===== src/rtl/trace_replay_pkg.sv =====
// Shared opcodes, replay FSM states and width helpers for the multi-channel
// trace replayer.
package trace_replay_pkg;

  localparam logic [3:0] op_nop    = 4'd0;
  localparam logic [3:0] op_send   = 4'd1;
  localparam logic [3:0] op_recv   = 4'd2;
  localparam logic [3:0] op_wait   = 4'd3;
  localparam logic [3:0] op_finish = 4'd4;

  typedef enum logic [1:0] {
    st_idle  = 2'd0,
    st_run   = 2'd1,
    st_waitc = 2'd2,
    st_done  = 2'd3
  } replay_state_e;

  // clog2 that never returns 0, so single-entry fields still get one bit
  function automatic int safe_clog2(input int n);
    return (n <= 1) ? 1 : $clog2(n);
  endfunction

endpackage


===== src/rtl/trace_masked_cmp.sv =====
// Masked payload compare: a set mask bit means that bit must match.
module trace_masked_cmp #(
  parameter int payload_width_p = 64
) (
  input  logic [payload_width_p-1:0] data_i,
  input  logic [payload_width_p-1:0] exp_i,
  input  logic [payload_width_p-1:0] mask_i,
  output logic                       mismatch_o
);

  assign mismatch_o = |((data_i ^ exp_i) & mask_i);

endmodule


===== src/rtl/multi_chan_trace_replay.sv =====
// Walks a combinational trace ROM, driving/checking one of num_chan_p channel
// pairs per entry, with masked compare, per-command timeout and error latching.
module multi_chan_trace_replay
  import trace_replay_pkg::*;
#(
  parameter int payload_width_p  = 64,
  parameter int rom_addr_width_p = 4,
  parameter int num_chan_p       = 2,
  parameter int timeout_p        = 1024,
  parameter int halt_on_error_p  = 0,
  localparam int chan_w = safe_clog2(num_chan_p),
  localparam int rom_w  = 4 + chan_w + 2 * payload_width_p
) (
  input  logic                             clk,
  input  logic                             rst,
  input  logic                             en_i,
  output logic [num_chan_p-1:0]            v_o,
  output logic [payload_width_p-1:0]       data_o,
  input  logic [num_chan_p-1:0]            rdy_i,
  input  logic [num_chan_p-1:0]            v_i,
  input  logic [num_chan_p*payload_width_p-1:0] data_i,
  output logic [num_chan_p-1:0]            rdy_o,
  output logic [rom_addr_width_p-1:0]      rom_addr_o,
  input  logic [rom_w-1:0]                 rom_data_i,
  output logic                             done_o,
  output logic                             error_o,
  output logic [15:0]                      err_count_o,
  output logic [rom_addr_width_p-1:0]      err_addr_o
);

  // Handshakes: a send completes when v_o[c] & rdy_i[c], a receive when
  // v_i[c] & rdy_o[c], both sampled at the rising edge of clk.

  localparam int stall_w = safe_clog2(timeout_p + 1);
  localparam logic [stall_w-1:0] stall_last = stall_w'(timeout_p - 1);

  typedef struct packed {
    logic [3:0]                 op;
    logic [chan_w-1:0]          chan;
    logic [payload_width_p-1:0] data;
    logic [payload_width_p-1:0] mask;
  } trace_rom_entry_s;

  trace_rom_entry_s entry;
  assign entry = rom_data_i;

  replay_state_e               state_q, state_d;
  logic [rom_addr_width_p-1:0] addr_q, addr_d;
  logic [rom_addr_width_p-1:0] err_addr_q, err_addr_d;
  logic [stall_w-1:0]          stall_q, stall_d;
  logic [15:0]                 wait_q, wait_d;
  logic [15:0]                 err_count_q, err_count_d;
  logic                        error_q, error_d;

  logic [num_chan_p-1:0]      chan_sel;
  logic [payload_width_p-1:0] resp_data;
  logic                       mismatch;
  logic                       advance;
  logic [1:0]                 err_inc;
  logic [16:0]                err_sum;

  // Out-of-range channel numbers leave chan_sel all zero
  always_comb begin
    chan_sel  = '0;
    resp_data = '0;
    for (int c = 0; c < num_chan_p; c++) begin
      if (entry.chan == chan_w'(c)) begin
        chan_sel[c] = 1'b1;
        resp_data   = data_i[c*payload_width_p +: payload_width_p];
      end
    end
  end

  trace_masked_cmp #(
    .payload_width_p(payload_width_p)
  ) u_cmp (
    .data_i    (resp_data),
    .exp_i     (entry.data),
    .mask_i    (entry.mask),
    .mismatch_o(mismatch)
  );

  always_comb begin
    state_d     = state_q;
    addr_d      = addr_q;
    stall_d     = stall_q;
    wait_d      = wait_q;
    error_d     = error_q;
    err_addr_d  = err_addr_q;
    err_count_d = err_count_q;
    v_o         = '0;
    rdy_o       = '0;
    data_o      = '0;
    advance     = 1'b0;
    err_inc     = 2'd0;
    err_sum     = '0;

    unique case (state_q)
      st_idle: begin
        if (en_i) state_d = st_run;
      end
      st_run: begin
        if (en_i) begin
          case (entry.op)
            op_nop: advance = 1'b1;
            op_send, op_recv: begin
              if (chan_sel == '0) begin
                err_inc = 2'd1;
                advance = 1'b1;
              end else begin
                if (entry.op == op_send) begin
                  v_o    = chan_sel;
                  data_o = entry.data;
                end else begin
                  rdy_o  = chan_sel;
                end
                if ((entry.op == op_send) ? |(chan_sel & rdy_i) : |(chan_sel & v_i)) begin
                  advance = 1'b1;
                  if (entry.op == op_recv && mismatch) err_inc = 2'd1;
                end else if (stall_q == stall_last) begin
                  err_inc = 2'd1;
                  advance = 1'b1;
                end else begin
                  stall_d = stall_q + stall_w'(1);
                end
              end
            end
            op_wait: begin
              state_d = st_waitc;
              wait_d  = entry.data[15:0];
            end
            op_finish: state_d = st_done;
            default: begin
              err_inc = 2'd1;
              advance = 1'b1;
            end
          endcase
        end
      end
      st_waitc: begin
        if (wait_q == 16'd0) advance = 1'b1;
        else                 wait_d  = wait_q - 16'd1;
      end
      st_done: ;
      default: state_d = st_idle;
    endcase

    // The address never wraps: stepping past the last entry is a runaway
    if (advance) begin
      stall_d = '0;
      state_d = st_run;
      if (addr_q == '1) begin
        err_inc = err_inc + 2'd1;
        state_d = st_done;
      end else begin
        addr_d = addr_q + rom_addr_width_p'(1);
      end
    end

    if (err_inc != 2'd0) begin
      error_d     = 1'b1;
      if (!error_q) err_addr_d = addr_q;
      err_sum     = {1'b0, err_count_q} + {15'b0, err_inc};
      err_count_d = err_sum[16] ? 16'hFFFF : err_sum[15:0];
      if (halt_on_error_p != 0) state_d = st_done;
    end
  end

  always_ff @(posedge clk) begin
    if (rst) begin
      state_q     <= st_idle;
      addr_q      <= '0;
      stall_q     <= '0;
      wait_q      <= '0;
      error_q     <= 1'b0;
      err_addr_q  <= '0;
      err_count_q <= '0;
    end else begin
      state_q     <= state_d;
      addr_q      <= addr_d;
      stall_q     <= stall_d;
      wait_q      <= wait_d;
      error_q     <= error_d;
      err_addr_q  <= err_addr_d;
      err_count_q <= err_count_d;
    end
  end

  assign rom_addr_o  = addr_q;
  assign done_o      = (state_q == st_done);
  assign error_o     = error_q;
  assign err_count_o = err_count_q;
  assign err_addr_o  = err_addr_q;

endmodule


===== config.mk =====
export PLATFORM = sky130hd
export DESIGN_NAME = multi_chan_trace_replay
export DESIGN_NICKNAME = d
export VERILOG_FILES = /design/src/rtl/trace_replay_pkg.sv /design/src/rtl/trace_masked_cmp.sv /design/src/rtl/multi_chan_trace_replay.sv
export SDC_FILE = /design/constraint.sdc
export NUM_CORES = 1
export LEC_CHECK = 0
export BUFFER_PORTS_ARGS = -buffer_cell sky130_fd_sc_hd__buf_4
export CAP_MARGIN = 20
export CORE_AREA = 2 2 141 143
export DETAILED_ROUTE_END_ITERATION = 7
export DIE_AREA = 0 0 143 145
export PLACE_DENSITY = 0.67
export SLEW_MARGIN = 20
export SYNTH_ARGS = -nofsm -noshare
export SYNTH_HDL_FRONTEND = slang
export SYNTH_SLANG_ARGS = --single-unit

===== constraint.sdc =====
create_clock -name clk -period 9 [get_ports clk]
set_clock_uncertainty 0.05 [all_clocks]
set_input_delay 1.8 -clock clk [delete_from_list [all_inputs] [get_ports clk]]
set_output_delay 1.8 -clock clk [all_outputs]
set_load 0.05 [all_outputs]

==> out/qor.csv <==
stage;metric;value;unit
cts;htreeDepth;2;
cts;post-cts-setup-buffer-count;0;
finish;area_growth;55.8;%
placement;gp_congestion;0.912;
setup_path;rr_worst_depth;15;
detailed_routing;drtIter0Drc;301;
power_and_ir_drop;powerDensity;89.7;nW/um^2
floorplan;die_w;143;um
sta;slew-limit-headroom;0.291;
setup_path;reg2reg_from;state_q[0]$_SDFFE_PP0P_;
power_and_ir_drop;leakagePower;4.35;nW
cts;clk_pin_slew;0.07;ns
detailed_routing;ant_nets;0;
sta;hold_violations;0;
setup_path;worst-path-max-fanout;51;
detailed_routing;routedWlPerCell;20.3;um
logic_synthesis;synthFlopType;dfxtp_1;
sta;fin_hold_ws;0.406;ns
placement;io_buffers;361;
setup_path;cp-start-kind;primary input;
sta;rsz0062_at_grt;false;
logic_synthesis;synth-seq-cells;54;
logic_synthesis;synth_area_leaders;mux2i_1 22%, dfxtp_1 20%, and3_1 8.7%;
logic_synthesis;synthesis.nets;986;
hold_path;worstHoldPathType;flop to flop;
grt;antenna_found_initial;12;
detailed_routing;remaining_drc_errors;0;
floorplan;ios;362;
logic_synthesis;synth_top_area_cell;mux2i_1;
detailed_routing;routed-via-count;6564;
setup_path;r2r_end;err_count_o[9]$_SDFFE_PP0N_;
flow_run;max_cap_viol_count;0;
setup_path;worst-endpoint-required;9.17;ns
cts;cts_resized;0;
finish;final_cells;1310;
sta;fin_crit;7.48;ns
cts;clock_tree.root_cell;clkbuf_16;
cts;cts_tree;done;
logic_synthesis;synth_edf_count;0;
sta;maxSlewViolCount;0;
grt;grt_pass1_wl;38.1;mm
setup_path;r2r_slack;4.19;ns
grt;grt_pass1_vias;6294;
floorplan;dieArea;20700;um^2
finish;nets;1317;
grt;grt_usage;0.243;
sta;max_freq;134;MHz
detailed_routing;viasPerCell;5.01;
sta;finalSetupTns;0;ns
logic_synthesis;synth_warnings;0;
setup_path;worstPathArrival;7.65;ns
logic_synthesis;synth.avg_cell_area;7.79;um^2
finish;drive_above_1_share;0.371;
sta;period_share;0.832;
placement;dp_cells;1296;
logic_synthesis;ys_async_sr_fraction;0;
setup_path;worstSetupEndpointType;flop;
detailed_routing;totalWireLength;26.5;mm
logic_synthesis;syn_area;5510;um^2
floorplan;num_rows;51;
cts;cts_buffers;5;
floorplan;die_h;145;um
placement;dp_hpwl;22.1;mm
detailed_routing;drt-pass1-iter-count;5;
grt;overflow;0;
cts;insertion_delay;0.30;ns
cts;hold_buffers;0;
setup_path;endpoint;err_count_o[9]$_SDFFE_PP0N_;
status;status;finished, final reports clean;
setup_path;crit_type;primary input to flop;
logic_synthesis;synth_cell_types;57;
logic_synthesis;synthCells;707;
power_and_ir_drop;ir_drop;0.0000837;V
floorplan;core_area;19200;um^2
sta;setup_viol;0;
cts;clock_path_buffers;2;
setup_path;startpoint;rom_data_i[128];
cts;cts.sinks;54;
logic_synthesis;yosys.area.top_type_share;0.216;
logic_synthesis;ys_seq_area_frac;0.196;
floorplan;start_util;0.287;
grt;grt_max_degree;67;
sta;tightestPinTransition;1.06;ns
flip-flops by register name, summed over array words and instances, names as in the netlist:
| signal | cells |
|---|---|
| rom_addr_o | 4 |
| state_q | 2 |
| err_count_o | 16 |
| error_o | 1 |
| stall_q | 11 |
| wait_q | 16 |
| err_addr_o | 4 |
through the flow:
stage                     area (um^2)  setup slack (ns)  total power, W  utilization
after detailed placement         8390              1.29        0.000542        0.437
after CTS                        8560              1.59        0.000776        0.446
after global routing             8570              1.12        0.000811        0.446
after global placement           8390              1.37        0.000539        0.437
after floorplan                  5510              2.78        0.000398            -
final                            8580              1.52        0.000769        0.447
cells by family after synthesis:
kind of cell | after synthesis | share of synthesized area
and+or+nand+nor | 329 | 0.317
muxes | 121 | 0.222
AOI/OAI and AO/OA | 109 | 0.144
buffers and inverters | 54 | 0.0479
DFF | 54 | 0.196
xor gates and xnor gates | 29 | 0.0461
adders and majority gates | 11 | 0.0264
report_power, final:
group          leakage, nW  switching, W  internal (W)  total (W)
registers            0.436    0.00000553      0.000244   0.000249
logic                 3.83      0.000140      0.000147   0.000287
clock network       0.0875     0.0000926      0.000140   0.000233
total                 4.35      0.000239      0.000531   0.000769
metal layers:
metal	track usage	routed length, um	part of all wire	vias up
met5	0	79	0.0030	-
met4	0.0629	697	0.026	12
met3	0.0957	2890	0.11	43
met2	0.383	11700	0.44	268
met1	0.307	11100	0.42	2989
li1	-	-	-	3252
cell type report:
cell class | instances | area, um^2
fill | 1993 | 10600
sequential | 54 | 1080
inverter | 13 | 48.8
clock buffer | 6 | 139
antenna | 6 | 15.0
clock inverter | 2 | 38.8
multi-input combinational | 599 | 4170
timing repair buffer | 365 | 2750
tap | 265 | 332
worst min path at each step:
stage / start / endpoint / cells after the start
floorplan: stall_q[10]$_SDFFE_PP0P_ / stall_q[10]$_SDFFE_PP0P_ / 2
global placement: stall_q[10]$_SDFFE_PP0P_ / stall_q[10]$_SDFFE_PP0P_ / 2
detailed placement: stall_q[10]$_SDFFE_PP0P_ / stall_q[10]$_SDFFE_PP0P_ / 2
CTS: stall_q[10]$_SDFFE_PP0P_ / stall_q[10]$_SDFFE_PP0P_ / 2
global route: stall_q[10]$_SDFFE_PP0P_ / stall_q[10]$_SDFFE_PP0P_ / 2
finish: stall_q[10]$_SDFFE_PP0P_ / stall_q[10]$_SDFFE_PP0P_ / 2
worst max-delay path: stages:
cell and delay (ns):
buf_4 0.63, buf_12 0.27, mux2i_1 0.25, xnor2_1 0.09
a2111oi_0 0.84, nand4_1 0.29, nor4_4 0.47, nor2_1 0.07
o21a_1 0.22, ha_1 0.29, mux2_2 0.14, ha_1 0.16
inv_1 0.06, fa_1 0.37, nor3b_1 0.34, and3_1 0.38
nand4_1 0.33, o21ai_0 0.17, a21oi_1 0.10, a311oi_2 0.27
synthesized netlist by cell type (2+ instances only):
library cell  number
dfxtp_1           54
a311oi_1          13
nand3b_1           2
nand4_1           11
nor2_1            46
a2111oi_0         15
buf_2              4
a22oi_1            5
nor3b_1            2
nand3_1            6
a41oi_1            2
xor2_1             9
nor4_1             3
nand2_1           88
ha_1              10
a21oi_1           23
a211oi_1          10
mux2i_1          119
buf_6              7
and2_1             5
o21ai_0           13
xnor2_1           20
or2_2              3
and3_1            77
nor3_1            13
nand2b_1          60
clkbuf_1          29
a31oi_1            5
inv_1             13
nor2b_1            3
o22ai_1            6
nor4b_1            3
a2bb2oi_1          2
o31ai_1            3
cells in the final DEF, fill, tap and decap left out, types with 9 or more instances in the layout:
cell | Yosys | layout
buf_4 | 1 | 364
mux2i_1 | 119 | 119
nand2_1 | 88 | 88
and3_1 | 77 | 77
nand2b_1 | 60 | 60
dfxtp_1 | 54 | 54
nor2_1 | 46 | 46
a21oi_1 | 23 | 23
xnor2_1 | 20 | 20
a2111oi_0 | 15 | 15
nor3_1 | 13 | 13
inv_1 | 13 | 13
o21ai_0 | 13 | 13
a311oi_1 | 13 | 13
nand4_1 | 11 | 11
a211oi_1 | 10 | 10
ha_1 | 10 | 10
xor2_1 | 9 | 9
(Power assumes the default switching activity.)
